<file path="src/rtl/mul_col_acc_64bit.sv">
`default_nettype none
// ============================================================================
// Module   : mul_col_acc_64bit
// Brief    : Column accumulator behind a pipelined 64x64 multiplier; emits
//            one 64-bit word per column plus a two-word carry flush per block.
// Revision : 1.0 - initial release
// ============================================================================
module mul_col_acc_64bit #(
    parameter int MUL_LAT = 6,
    parameter int ACC_W   = 136
) (
    input  logic          clk,
    input  logic          rst_n,
    input  logic          tag_valid_i,
    input  logic          tag_col_last_i,
    input  logic          tag_blk_last_i,
    input  logic [127:0]  prod_i,
    output logic [63:0]   word_o,
    output logic          word_valid_o,
    output logic          done_o,
    output logic          busy_o,
    output logic          err_o
);

    localparam int c_PAD_W = ACC_W - 128;

    typedef enum logic [1:0] {
        ST_ACC    = 2'd0,
        ST_FLUSH0 = 2'd1,
        ST_FLUSH1 = 2'd2
    } state_t;

    state_t               state_q, state_d;
    logic [MUL_LAT-1:0]   vld_pipe_q, vld_pipe_d;
    logic [MUL_LAT-1:0]   col_pipe_q, col_pipe_d;
    logic [MUL_LAT-1:0]   blk_pipe_q, blk_pipe_d;
    logic [ACC_W-1:0]     acc_q, acc_d;
    logic [63:0]          word_q, word_d;
    logic                 word_valid_q, word_valid_d;
    logic                 done_q, done_d;
    logic                 busy_q, busy_d;
    logic                 err_q, err_d;

    logic                 dly_vld;
    logic                 dly_col;
    logic                 dly_blk;
    logic [ACC_W-1:0]     sum;

    // Tag delay line keeps each tag aligned with its product at prod_i.
    always_comb begin
        vld_pipe_d[0] = tag_valid_i;
        col_pipe_d[0] = tag_col_last_i;
        blk_pipe_d[0] = tag_blk_last_i;
        for (int i = 1; i < MUL_LAT; i++) begin
            vld_pipe_d[i] = vld_pipe_q[i-1];
            col_pipe_d[i] = col_pipe_q[i-1];
            blk_pipe_d[i] = blk_pipe_q[i-1];
        end
    end

    assign dly_vld = vld_pipe_q[MUL_LAT-1];
    assign dly_col = col_pipe_q[MUL_LAT-1];
    assign dly_blk = blk_pipe_q[MUL_LAT-1];
    assign sum     = acc_q + {{c_PAD_W{1'b0}}, prod_i};

    always_comb begin
        state_d      = state_q;
        acc_d        = acc_q;
        word_d       = word_q;
        word_valid_d = 1'b0;
        done_d       = 1'b0;
        busy_d       = (state_q == ST_FLUSH0) || (state_q == ST_FLUSH1);
        err_d        = err_q;
        case (state_q)
            ST_ACC: begin
                if (dly_vld) begin
                    if (dly_col || dly_blk) begin
                        word_d       = sum[63:0];
                        word_valid_d = 1'b1;
                        acc_d        = sum >> 64;
                        if (dly_blk) begin
                            state_d = ST_FLUSH0;
                        end
                    end else begin
                        acc_d = sum;
                    end
                end
            end
            ST_FLUSH0: begin
                // A product landing here is dropped; flush proceeds untouched.
                word_d       = acc_q[63:0];
                word_valid_d = 1'b1;
                acc_d        = acc_q >> 64;
                state_d      = ST_FLUSH1;
                if (dly_vld) begin
                    err_d = 1'b1;
                end
            end
            ST_FLUSH1: begin
                word_d       = acc_q[63:0];
                word_valid_d = 1'b1;
                done_d       = 1'b1;
                acc_d        = '0;
                state_d      = ST_ACC;
                if (dly_vld) begin
                    err_d = 1'b1;
                end
            end
            default: begin
                state_d = ST_ACC;
            end
        endcase
    end

    always_ff @(posedge clk) begin
        if (!rst_n) begin
            state_q      <= ST_ACC;
            vld_pipe_q   <= '0;
            col_pipe_q   <= '0;
            blk_pipe_q   <= '0;
            acc_q        <= '0;
            word_q       <= '0;
            word_valid_q <= 1'b0;
            done_q       <= 1'b0;
            busy_q       <= 1'b0;
            err_q        <= 1'b0;
        end else begin
            state_q      <= state_d;
            vld_pipe_q   <= vld_pipe_d;
            col_pipe_q   <= col_pipe_d;
            blk_pipe_q   <= blk_pipe_d;
            acc_q        <= acc_d;
            word_q       <= word_d;
            word_valid_q <= word_valid_d;
            done_q       <= done_d;
            busy_q       <= busy_d;
            err_q        <= err_d;
        end
    end

    assign word_o       = word_q;
    assign word_valid_o = word_valid_q;
    assign done_o       = done_q;
    assign busy_o       = busy_q;
    assign err_o        = err_q;

endmodule
`default_nettype wire

</file>
<file path="config.mk">
export PLATFORM = sky130hd
export DESIGN_NAME = mul_col_acc_64bit
export DESIGN_NICKNAME = d
export VERILOG_FILES = /design/src/rtl/mul_col_acc_64bit.sv
export SDC_FILE = /design/constraint.sdc
export NUM_CORES = 1
export LEC_CHECK = 0
export ABC_CLOCK_PERIOD_IN_PS = 6200
export BUFFER_PORTS_ARGS = -buffer_cell sky130_fd_sc_hd__buf_4
export CAP_MARGIN = 20
export CORE_UTILIZATION = 43
export CTS_BUF_LIST = sky130_fd_sc_hd__clkbuf_2 sky130_fd_sc_hd__clkbuf_4 sky130_fd_sc_hd__clkbuf_8
export DETAILED_ROUTE_END_ITERATION = 8
export PLACE_DENSITY_LB_ADDON = 0.12
export SLEW_MARGIN = 20
export SYNTH_ARGS = -nofsm -noshare
export SYNTH_HDL_FRONTEND = slang
export SYNTH_SLANG_ARGS = --single-unit
</file>
<file path="constraint.sdc">
create_clock -name clk -period 6.2 [get_ports clk]
set_clock_uncertainty 0.05 [all_clocks]
set_input_delay 1.86 -clock clk [delete_from_list [all_inputs] [get_ports clk]]
set_output_delay 1.86 -clock clk [all_outputs]
set_load 0.1 [all_outputs]
</file>
==> metrics.yaml <==
status:
  status: "finished clean"
critical_path:
  path_cells: "buf_4 > ha_1 > fa_1 > a211oi_1 > o21ai_1 > o21a_1 > o211ai_1 > and2b_1 > o21ai_1 > a31o_2 > a211oi_1 > o41ai_2 > nor2_1 > xnor2_1 > a221o_1"
  slowest_delay_ps: 450
  criticalPathCategory: "input port to flop"
  path_buf_inv: 1
  cp_max_fo: 6
  required_ps: 6680
  critPathSlowestCell: "fa_1"
  cp-start-kind: "input port"
  path_delay_family: "compound AO/OA/AOI/OAI gates"
  arrival_ps: 5870
  end_kind: "flop"
floorplanning:
  start_util: 0.440
  die_h_um: 210
  die_area_um2: 44200
  pin_count: 201
  rows: 75
  fp.dieW_um: 210
  coreArea_um2: 42300
clocking:
  cts_buffers: 46
  clock_sinks: 224
  post_cts_buffers: 0
  holdBufCountCts: 0
  cts_tree: "yes"
  clk_latency_ps: 650
  htree_levels: 2
  post_cts_resized: 0
  cts.path.max_buffers: 3
  cts.clk_slew.worst_paths_ps: 60
  cts_root_buf: "clkbuf_8"
synth:
  synth.area.top_cells: "dfxtp_1 (24%), ha_1 (8.9%), a21oi_1 (8.4%), nand2_1 (6.4%), nor2_1 (5.4%)"
  synth_nets: 2862
  netlist_instances: 2595
  synth.top_cells.by_count: "nand2_1 (318), a21oi_1 (312), nor2_1 (269), dfxtp_1 (224), o21ai_0 (192)"
  synth-edff-count: 0
  synthFlopType: "dfxtp_1"
  synth-seq-area-share: 0.241
  yosys.area.top_type_share: 0.241
  syn_avg_cell_area_um2: 7.18
  yosysWarnings: 0
  synth_most_common_cell: "nand2_1"
  syn-cell-area_um2: 18600
  netlist.top_cell.by_area: "dfxtp_1"
  netlist-cell-type-count: 80
  ys_seq_elements: 224
  asyncSetResetFlopFracSynth: 0
grt:
  grtUsageTotal: 0.394
  grt_max_degree: 82
  antenna_found_initial: 2
  grt_pass1_vias: 19700
  grt_overflow: 0
  grt_pass1_wl_mm: 129
timing:
  max_freq_ghz: 0.186
  fin_crit_sh: 0.869
  tns_ps: 0
  slew_headroom: 0.188
  fin_hold_ws_ps: 379
  worst_slew_pin_slew_ps: 1220
  finalHoldViolCount: 0
  fin_crit_ps: 5390
  rsz0062_at_grt: "no"
  setup_viol: 0
  drv_slew: 0
routing:
  first_iter_violations: 2401
  dr_total_vias: 21300
  wl_mm: 88.9
  antenna_left: 0
  post_drt_via_cell_ratio: 6.41
  drc: 0
  wl_per_cell_um: 26.8
  drt-pass1-iter-count: 7
power_and_ir_drop:
  ir_drop_mv: 0.146
  p_per_area_nw_per_um2: 176
  p_leak_nw: 9.00
placed_design:
  dp.cells: 3241
  gp_congestion: 1.00
  io_buffers: 200
  dp_hpwl_mm: 69.5
cells_and_area:
  finalNonFillerCells: 3322
  area_delta_synth_final_pct: 16.0
  drive_above_1_share: 0.144
  diodes: 0
  final_nets: 2979
flow_run:
  maxCapViolCount: 0
hold_path:
  worst_hold_path_type: "flop to flop"
-- placed cells by master, fill, tap and decap left out, types with 8 or more instances in the layout --
cell type  count
o21a_1        18
o221ai_1       8
dfxtp_1      224
o21ai_0      192
a211oi_1      25
o21ai_1       14
inv_1         56
clkbuf_8      57
ha_1         132
nand3_1       35
a221oi_1      30
a21boi_0      16
clkbuf_4      12
or3_1         14
o31ai_1       17
o22ai_1       39
xor2_1        44
a21oi_1      310
o211ai_1      49
and2_1        28
a311oi_1      14
nand2_1      318
nor3_1        29
a21o_1        60
buf_4        267
a22o_1        53
nor2_1       264
o21bai_1      37
mux2i_1       11
nor4_1        10
and3_1        34
a31oi_1       29
nand4_1       82
xnor2_1       82
-- metrics by stage --
step,setup WS [ps],utilization,cell area (µm²),power (mW)
after floorplan,1210,-,18600,1.78
after global placement,252,0.486,20600,2.01
after detailed placement,248,0.486,20600,2.01
after CTS,911,0.511,21600,3.80
after global routing,665,0.511,21600,3.91
final,811,0.511,21600,3.80
-- area by class of cell --
cell class	count	area, µm²
Clock inverter	12	160
Sequential cell	224	4480
Inverter	57	216
Timing Repair Buffer	268	2020
Tap cell	577	722
Multi-Input combinational cell	2115	13100
Fill cell	4293	20700
Clock buffer	69	875
-- registers in the layout, summed over array words and instances (netlist names) --
| signal | flops |
|---|---|
| word_valid_o | 1 |
| state_q | 2 |
| vld_pipe_q | 6 |
| busy_o | 1 |
| done_o | 1 |
| acc_q | 136 |
| col_pipe_q | 6 |
| blk_pipe_q | 6 |
| word_o | 64 |
| err_o | 1 |
-- cell families (layout without fill, tap and decap cells) --
family | Yosys count | count (layout) | share of synthesized area
xor+xnor | 126 | 126 | 0.0592
buf+inv | 256 | 406 | 0.0580
fa+ha+maj | 134 | 134 | 0.0904
mux | 11 | 11 | 0.00591
compound gates | 975 | 975 | 0.333
flops | 224 | 224 | 0.241
simple gates | 869 | 869 | 0.212
-- power breakdown --
part           total [mW]  internal [mW]  switching, mW
clock                1.80           1.03          0.771
sequential           1.46           1.45        0.00935
combinational       0.538          0.185          0.354
total                3.80           2.66           1.13
-- layer usage --
layer / GRT usage / vias up / part of all wire
li1: - / 9741 / -
met1: 0.559 / 10200 / 0.44
met2: 0.595 / 1233 / 0.43
met3: 0.0700 / 138 / 0.10
met4: 0.135 / 0 / 0.034
met5: 0 / - / 0
-- path summary, 6_finish.rpt --
path | endpoint | depth (start not counted) | slack (ps) | startpoint
worst max register to register | acc_q[132] | 13 | 1680 | acc_q[25]
worst max-delay path | acc_q[60] | 15 | 810 | prod_i[0]
worst min register to register | col_pipe_q[4] | 1 | 380 | col_pipe_q[3]
worst min-delay path | col_pipe_q[4] | 1 | 380 | col_pipe_q[3]
Note: power is estimated with default switching activity, not from simulation.
